===== src/rtl/fb_write_sched.sv =====
// Framebuffer write scheduler: arbitrates two write requesters into a paced
// setup/strobe/hold sequence. Define FB_CLEAR_EN to include the clear engine.
module fb_write_sched #(
    parameter int          SETUP_CYC   = 1,
    parameter int          HOLD_CYC    = 1,
    parameter logic [11:0] CLEAR_VALUE = 12'h000
) (
    input  logic        clk_cpu_fast,
    input  logic        rst_n,
    input  logic        a_valid,
    input  logic [11:0] a_addr,
    input  logic [11:0] a_data,
    output logic        a_ready,
    input  logic        b_valid,
    input  logic [11:0] b_addr,
    input  logic [11:0] b_data,
    output logic        b_ready,
    input  logic        clear_start,
    output logic        clear_busy,
    output logic [11:0] fb_addr,
    output logic [11:0] fb_data,
    output logic        fb_we,
    output logic        busy
);
    typedef enum logic [1:0] {S_IDLE, S_SETUP, S_STROBE, S_HOLD} state_t;

    localparam logic [3:0] SETUP_LAST = 4'(SETUP_CYC - 1);
    localparam logic [3:0] HOLD_LAST  = 4'(HOLD_CYC - 1);

    state_t      state_q, state_d;
    logic [3:0]  cnt_q, cnt_d;
    logic [11:0] fb_addr_q, fb_addr_d;
    logic [11:0] fb_data_q, fb_data_d;
    logic        fb_we_q, fb_we_d;
    logic        busy_q, busy_d;
    logic        rdy_en_q, rdy_en_d;
    logic        last_b_q, last_b_d;
    logic        clear_busy_q, clear_busy_d;
    logic [11:0] clr_addr_q, clr_addr_d;
    logic        clr_wr_q, clr_wr_d;
    logic        clear_req;
    logic        sel_a;
    logic        ready_en;

`ifdef FB_CLEAR_EN
    assign clear_req = clear_start;
`else
    logic unused_clear;
    assign clear_req    = 1'b0;
    assign unused_clear = clear_start;
`endif

    // Round-robin pick; with no valid pending the non-last requester is offered.
    assign sel_a    = a_valid ? (!b_valid || last_b_q) : (!b_valid && last_b_q);
    // rdy_en_q is a flop so ready stays low through reset and the first cycle after.
    assign ready_en = rdy_en_q && !clear_busy_q && !clear_req;
    assign a_ready  = ready_en && sel_a;
    assign b_ready  = ready_en && !sel_a;

    always_comb begin
        state_d      = state_q;
        cnt_d        = cnt_q;
        fb_addr_d    = fb_addr_q;
        fb_data_d    = fb_data_q;
        fb_we_d      = 1'b0;
        last_b_d     = last_b_q;
        clear_busy_d = clear_busy_q;
        clr_addr_d   = clr_addr_q;
        clr_wr_d     = clr_wr_q;
        case (state_q)
            S_IDLE: begin
                if (clear_busy_q) begin
                    state_d    = S_SETUP;
                    cnt_d      = 4'd0;
                    fb_addr_d  = clr_addr_q;
                    fb_data_d  = CLEAR_VALUE;
                    clr_addr_d = clr_addr_q + 12'd1;
                    clr_wr_d   = 1'b1;
                end else if (a_valid && a_ready) begin
                    state_d   = S_SETUP;
                    cnt_d     = 4'd0;
                    fb_addr_d = a_addr;
                    fb_data_d = a_data;
                    last_b_d  = 1'b0;
                end else if (b_valid && b_ready) begin
                    state_d   = S_SETUP;
                    cnt_d     = 4'd0;
                    fb_addr_d = b_addr;
                    fb_data_d = b_data;
                    last_b_d  = 1'b1;
                end
            end
            S_SETUP: begin
                if (cnt_q == SETUP_LAST) begin
                    state_d = S_STROBE;
                    cnt_d   = 4'd0;
                    fb_we_d = 1'b1;
                end else begin
                    cnt_d = cnt_q + 4'd1;
                end
            end
            S_STROBE: begin
                state_d = S_HOLD;
                cnt_d   = 4'd0;
            end
            S_HOLD: begin
                if (cnt_q == HOLD_LAST) begin
                    state_d  = S_IDLE;
                    cnt_d    = 4'd0;
                    clr_wr_d = 1'b0;
                    // The clear finishes when the write to the top address leaves HOLD.
                    if (clr_wr_q && fb_addr_q == 12'hFFF) begin
                        clear_busy_d = 1'b0;
                    end
                end else begin
                    cnt_d = cnt_q + 4'd1;
                end
            end
            default: state_d = S_IDLE;
        endcase
        if (clear_req && !clear_busy_q) begin
            clear_busy_d = 1'b1;
            clr_addr_d   = 12'd0;
        end
    end

    assign busy_d   = (state_d != S_IDLE);
    assign rdy_en_d = (state_d == S_IDLE);

    always_ff @(posedge clk_cpu_fast or negedge rst_n) begin
        if (!rst_n) begin
            state_q      <= S_IDLE;
            cnt_q        <= 4'd0;
            fb_addr_q    <= 12'd0;
            fb_data_q    <= 12'd0;
            fb_we_q      <= 1'b0;
            busy_q       <= 1'b0;
            rdy_en_q     <= 1'b0;
            last_b_q     <= 1'b1;
            clear_busy_q <= 1'b0;
            clr_addr_q   <= 12'd0;
            clr_wr_q     <= 1'b0;
        end else begin
            state_q      <= state_d;
            cnt_q        <= cnt_d;
            fb_addr_q    <= fb_addr_d;
            fb_data_q    <= fb_data_d;
            fb_we_q      <= fb_we_d;
            busy_q       <= busy_d;
            rdy_en_q     <= rdy_en_d;
            last_b_q     <= last_b_d;
            clear_busy_q <= clear_busy_d;
            clr_addr_q   <= clr_addr_d;
            clr_wr_q     <= clr_wr_d;
        end
    end

    assign fb_addr    = fb_addr_q;
    assign fb_data    = fb_data_q;
    assign fb_we      = fb_we_q;
    assign busy       = busy_q;
    assign clear_busy = clear_busy_q;
endmodule


===== config.mk =====
export PLATFORM = sky130hd
export DESIGN_NAME = fb_write_sched
export DESIGN_NICKNAME = d
export VERILOG_FILES = /design/src/rtl/fb_write_sched.sv
export SDC_FILE = /design/constraint.sdc
export NUM_CORES = 1
export LEC_CHECK = 0
export CORE_MARGIN = 3
export CORE_UTILIZATION = 42
export CTS_CLUSTER_DIAMETER = 120
export DETAILED_ROUTE_END_ITERATION = 10
export GPL_TIMING_DRIVEN = 0
export PLACE_DENSITY_LB_ADDON = 0.12
export SKIP_CTS_REPAIR_TIMING = 1
export SLEW_MARGIN = 20
export SYNTH_ARGS = -nofsm -noshare
export SYNTH_HDL_FRONTEND = slang
export SYNTH_SLANG_ARGS = --single-unit

===== constraint.sdc =====
create_clock -name clk_cpu_fast -period 2.1 [get_ports clk_cpu_fast]
set_clock_uncertainty 0.2 [all_clocks]
set_input_delay 0.42 -clock clk_cpu_fast [delete_from_list [all_inputs] [get_ports clk_cpu_fast]]
set_output_delay 0.42 -clock clk_cpu_fast [all_outputs]
set_load 0.01 [all_outputs]

==> out/summary.txt, run 1 <==
I/O pin count - 82
Total Negative Setup Slacks - 0 ns
CTS Buf Count - 5
Syn_nets - 243
Post-synthesis average cell area - 9.98 µm²
Final setup violation count - 0
Reg2Reg Depth - 6
Die Area - 5300 µm²
Gpl congestion - 0.760
M1 GR Usage - 0.282
Via count - 1,781
M3 GR Usage - 0.0606
Pleak - 1.16 nW
RR Endpoint - fb_data[3]
Top_reg_cell synth - dfrtp_1
Remaining DRCs - 0
Antenna cells - 0
Library cells used by synthesis - 31
Commonest cells in the netlist - dfrtp_1 (33), a21oi_1 (26), o21ai_0 (26), nand3_1 (25), a31oi_2 (20)
Critical Path RT - 1.48 ns
Ratio of final minimum period to clock period - 0.957
Clock Tree Buf Depth - 2
PwrDens - 1270 nW/µm²
Die Wd - 72.8 µm
CTS tree - yes
Count leader, synth - dfrtp_1
Max rail drop VDD - 691 µV
CTS Root Cell - clkbuf_8
Inst Count DP - 318
Total Routed Length - 5.22 mm
Yosys reg bits - 34
Final instance area - 2880 µm²
Status - completed
Reg2reg setup slack - 0.17 ns
Vias per cell - 5.43
Total power - 3.65 mW
Worst-path maximum fanout - 4
Final #Nets - 332
Detailed Place HPWL - 3.67 mm
Kind of critical path - register to primary output
Post-synth EDFFs - 0
Mux share of post-synthesis cell area - 0
Hold slack - 0.270 ns
Clock slew at reported path FFs - 0.07 ns
MaxCap Viol Count - 0
Core Util, Final - 0.695
Overall Global Routing Usage - 0.207
I/O Buffers - 79
Avg WL per Cell - 15.9 µm
Fraction of layout cells with a size suffix above 1 - 0.176
Vias in the first global route - 1,752
Kind of end point of the critical path - primary output
F_max - 0.497 GHz
Starting Density - 0.453
Worst R2R Start - last_b_q
Post-synthesis xor/xnor area fraction - 0.00934
Num rows - 23
Htree depth - 2
Synth Area in Adders - 0.0133
First-pass GRT wire length - 8.47 mm
Post-Synth Simple-Gate Area - 0.129
Post-Syn Instances - 188
Worst slack, placed - -0.482 ns
Min Tclk post-route - 2.01 ns
Largest net degree at the start of global routing - 32
WP data arrival - 1.39 ns
Synth area leader - dfrtp_1
Final worst slack - 0.0894 ns
CP endpoint - b_ready
Initial antenna violation count - 0
Compound-gate portion of the synthesized area - 0.320
Post-route ant nets - 0
Synth top area share - 0.440
Async SR Flop Fraction - 1.00
Met2 Use GR - 0.321
Synth top area cells - dfrtp_1 (44%), a31oi_2 (13%), a21oi_1 (6.9%)
GRT overflow - 0
Critical Path Start - last_b_q
Fin cells - 328
DRT Pass-1 Iters - 4
CORE AREA - 4140 µm²
Busiest grt layer - met2
Worst hold path class - input port to async pin
Largest family of logic cells by synthesized area - compound AO/OA/AOI/OAI gates
Critical Path Start Type - register
Clock sink count - 34
Die Ht - 72.8 µm
Pins Over Slew Limit - 0
Hold Fails Final Rpt - 0
Placed Instance Area - 2740 µm²
Mapped Area - 1880 µm²
Clock Latency Late Sink - 0.29 ns
Synth warn - 0
Initial detailed-routing violation count - 124
Area grow syn2layout - 53.5%
Post-synthesis sequential area ratio - 0.454
RSZ-0062 raised after global routing - no
[report_power, final]
| group | internal (mW) | switching, mW | leakage (nW) | total [mW] |
|---|---|---|---|---|
| sequential | 0.954 | 0.182 | 0.393 | 1.14 |
| clock | 0.355 | 0.234 | 0.0524 | 0.589 |
| combinational | 0.985 | 0.944 | 0.709 | 1.93 |
| total | 2.29 | 1.36 | 1.16 | 3.65 |
[metal layers]
metal | up-vias | routed length (µm)
met5 | - | 0
met4 | 0 | 65
met3 | 5 | 356
met2 | 65 | 2450
met1 | 844 | 2350
li1 | 867 | -
[registers in the layout, indices dropped and copies added (netlist names)]
| name | cells |
|---|---|
| state_q | 2 |
| fb_we | 1 |
| fb_addr | 12 |
| busy | 1 |
| fb_data | 12 |
| rdy_en_q | 1 |
| last_b_q | 1 |
| cnt_q | 4 |
[worst max-delay path, cell delays in order, from the launching register on]
cell and delay, ns:
dfstp_2 0.56, nand2b_4 0.12, buf_6 0.09, o21ai_1 0.06
and2_1 0.15, clkbuf_2 0.12
[layout make-up]
class | instances | area [µm²]
clock inverters | 1 | 30.0
repair buffers | 82 | 823
plain buffers | 21 | 126
multi-input cells | 130 | 897
fillers | 349 | 1260
flip-flops and latches | 34 | 852
inverters | 3 | 11.3
clock buffers | 7 | 76.3
well taps | 50 | 62.6
[layout by cell type (no fill, tap or decap), types with 4 or more instances in the layout]
cell type         n
nand3_1          25
buf_6             4
clkbuf_8          5
a21oi_1          26
clkbuf_1          9
a31oi_1           5
a31oi_2          20
o21ai_0          25
clkdlybuf4s50_1  75
dfrtp_1          33
buf_2             8
[worst min path at each step]
| stage | to | slack, ns | cells after the start |
|---|---|---|---|
| finish | fb_addr[4] | 0.27 | 2 |
| detailed placement | fb_addr[3] | 0.04 | 1 |
| floorplan | busy | -0.08 | 0 |
| global placement | cnt_q[0] | 0.32 | 1 |
| global route | fb_addr[4] | 0.28 | 2 |
| CTS | fb_addr[4] | -0.27 | 1 |
[cell families (layout without fill, tap and decap cells)]
| logic type | after synthesis | after routing |
|---|---|---|
| simple gates | 41 | 41 |
| buf+inv | 24 | 114 |
| fa+ha+maj | 2 | 2 |
| compound gates | 84 | 84 |
| xor+xnor | 2 | 2 |
| flops | 34 | 34 |
| other cells | 1 | 1 |
Power figures use the tool's default switching activity.
==> run 2, diff against run 1 <==
- MAX_ROUTING_LAYER: not set -> met4
- SKIP_CTS_REPAIR_TIMING: 1 -> not set
==> run 2 against run 1 <==
First-iteration DRC count down 19%. Global-route usage up 0.67 points. Utilization down 0.090 points. Combinational power about the same. Critical path type unchanged. Maximum frequency up 1.1%.
==> out/summary.txt, run 2 (same netlist as run 1, synthesis figures left out) <==
Combinational fraction of design power - 0.530 (+0.002)
Fraction of layout cells with a size suffix above 1 - 0.183 (+0.00654)
Pleak - 1.14 nW (-1.4%)
Die Area - 5300 µm² (unchanged)
Net Sw Frac - 0.371 (-0.000742)
Largest net degree at the start of global routing - 32 (unchanged)
Final #Nets - 333 (+0.30%)
Fin cells - 329 (+0.30%)
Detailed Place HPWL - 3.67 mm (unchanged)
Inst Count DP - 318 (unchanged)
Ratio of final minimum period to clock period - 0.947 (-0.0104)
Vias per cell - 5.39 (-0.70%)
Final setup violation count - 0 (unchanged)
First-pass GRT wire length - 8.53 mm (+0.73%)
CTS tree - yes
Pins Over Slew Limit - 0 (unchanged)
M1 GR Usage - 0.290 (+0.00786)
Post-route ant nets - 0 (unchanged)
Total Routed Length - 5.19 mm (-0.65%)
Worst-path maximum fanout - 3 (-1)
Clock slew at reported path FFs - 0.07 ns (about the same)
Core Util, Final - 0.694 (-0.000905)
Internal power - 2.30 mW (+0.13%)
Min Tclk post-route - 1.99 ns (-0.0217 ns)
Reg power frac - 0.310 (about the same)
MaxCap Viol Count - 0 (unchanged)
Antenna cells - 0 (unchanged)
Remaining DRCs - 0 (unchanged)
WP data arrival - 1.37 ns (-0.02 ns)
GRT overflow - 0 (unchanged)
Switching power - 1.36 mW (-0.19%)
Initial antenna violation count - 0 (unchanged)
Kind of end point of the critical path - primary output
Area grow syn2layout - 53.3%
Worst R2R Start - last_b_q
Vias in the first global route - 1,759 (+0.40%)
Reg2Reg Depth - 6 (unchanged)
Busiest grt layer - met2
CTS Buf Count - 5 (unchanged)
Critical Path Start Type - register
I/O Buffers - 79 (unchanged)
Num rows - 23 (unchanged)
CTS Root Cell - clkbuf_8
Most common cell after layout, fill and taps aside - clkdlybuf4s50_1
Worst hold path class - input port to async pin
RR Endpoint - fb_data[3]
Starting Density - 0.453 (unchanged)
PwrDens - 1270 nW/µm² (+0.14%)
RSZ-0062 raised after global routing - no
Clock Tree Buf Depth - 2 (unchanged)
Die Ht - 72.8 µm (unchanged)
Overall Global Routing Usage - 0.214 (+0.00671)
Critical Path Start - last_b_q
CORE AREA - 4140 µm² (unchanged)
Commonest non-fill, non-tap cells in the layout - clkdlybuf4s50_1 (75), dfrtp_1 (33), a21oi_1 (26)
Via count - 1,774 (-0.39%)
M3 GR Usage - 0.0510 (-0.00964)
Reg2reg setup slack - 0.20 ns (+0.03 ns)
I/O pin count - 82 (unchanged)
Htree depth - 2 (unchanged)
Met2 Use GR - 0.321 (unchanged)
DRT Pass-1 Iters - 4 (unchanged)
Max rail drop VDD - 598 µV (-13%)
Clock sink count - 34 (unchanged)
Clock Latency Late Sink - 0.29 ns (about the same)
Initial detailed-routing violation count - 100 (-19%)
Hold slack - 0.274 ns (+0.00376 ns)
Status - completed
Kind of critical path - register to primary output
Avg WL per Cell - 15.8 µm (-0.95%)
Gpl congestion - 0.770 (+1.3%)
Die Wd - 72.8 µm (unchanged)
F_max - 0.503 GHz (+1.1%)
Hold Fails Final Rpt - 0 (unchanged)
Power share of the clock group - 0.160 (about the same)
Critical Path RT - 1.48 ns (about the same)
run 2: per-layer routing:
| layer | vias to the layer above | wire [µm] |
|---|---|---|
| met5 | - | 0 |
| met4 | 0 | 55 |
| met3 | 7 | 318 |
| met2 | 66 | 2420 |
| met1 | 832 | 2390 |
| li1 | 869 | - |
run 2: repair_timing:
action | 4_1_cts | 5_1_grt
hold buffers | 1 | 0
buffers inserted | 2 | 0
pin swaps | 0 | 1
setup endpoints to repair | 2 | 1
hold endpoints to repair | 33 | 0
gates resized for setup | 11 | 1
run 2: critical path: stages (launching register included):
cell and delay [ns]:
dfstp_2 0.55, nand2b_4 0.12, buf_6 0.08, o21ai_1 0.06, and2_1 0.13, buf_2 0.13
run 2: stage by stage:
step	TNS, ns	area [µm²]	power (mW)	setup slack, ns
after floorplan	0	1880	2.19	0.460
after global placement	-13.63	2730	3.05	-0.458
after detailed placement	-3.16	2740	3.07	-0.482
after CTS	0	2880	3.69	0.0443
after global routing	0	2880	3.91	0.0346
final	0	2880	3.65	0.111
run 2: power by group through the flow:
| stage | clock network [mW] | registers [mW] | logic [mW] |
|---|---|---|---|
| floorplan | 0 | 1.24 | 0.953 |
| global placement | 0 | 1.14 | 1.91 |
| detailed placement | 0 | 1.14 | 1.93 |
| CTS | 0.600 | 1.13 | 1.95 |
| global route | 0.632 | 1.17 | 2.11 |
| finish | 0.583 | 1.13 | 1.94 |
run 2: final cells by class:
cell class / count / area, µm²
Buffer: 21 / 126
Clock buffer: 7 / 76.3
Clock inverter: 1 / 30.0
Fill cell: 350 / 1270
Inverter: 3 / 11.3
Multi-Input combinational cell: 130 / 897
Sequential cell: 34 / 852
Tap cell: 50 / 62.6
Timing Repair Buffer: 83 / 820
run 2: worst max path at each step:
stage / end / cells past startpoint
after global placement: b_ready / 6
after global routing: b_ready / 5
final: b_ready / 5
after CTS: b_ready / 5
after detailed placement: b_ready / 6
after floorplan: a_ready / 4
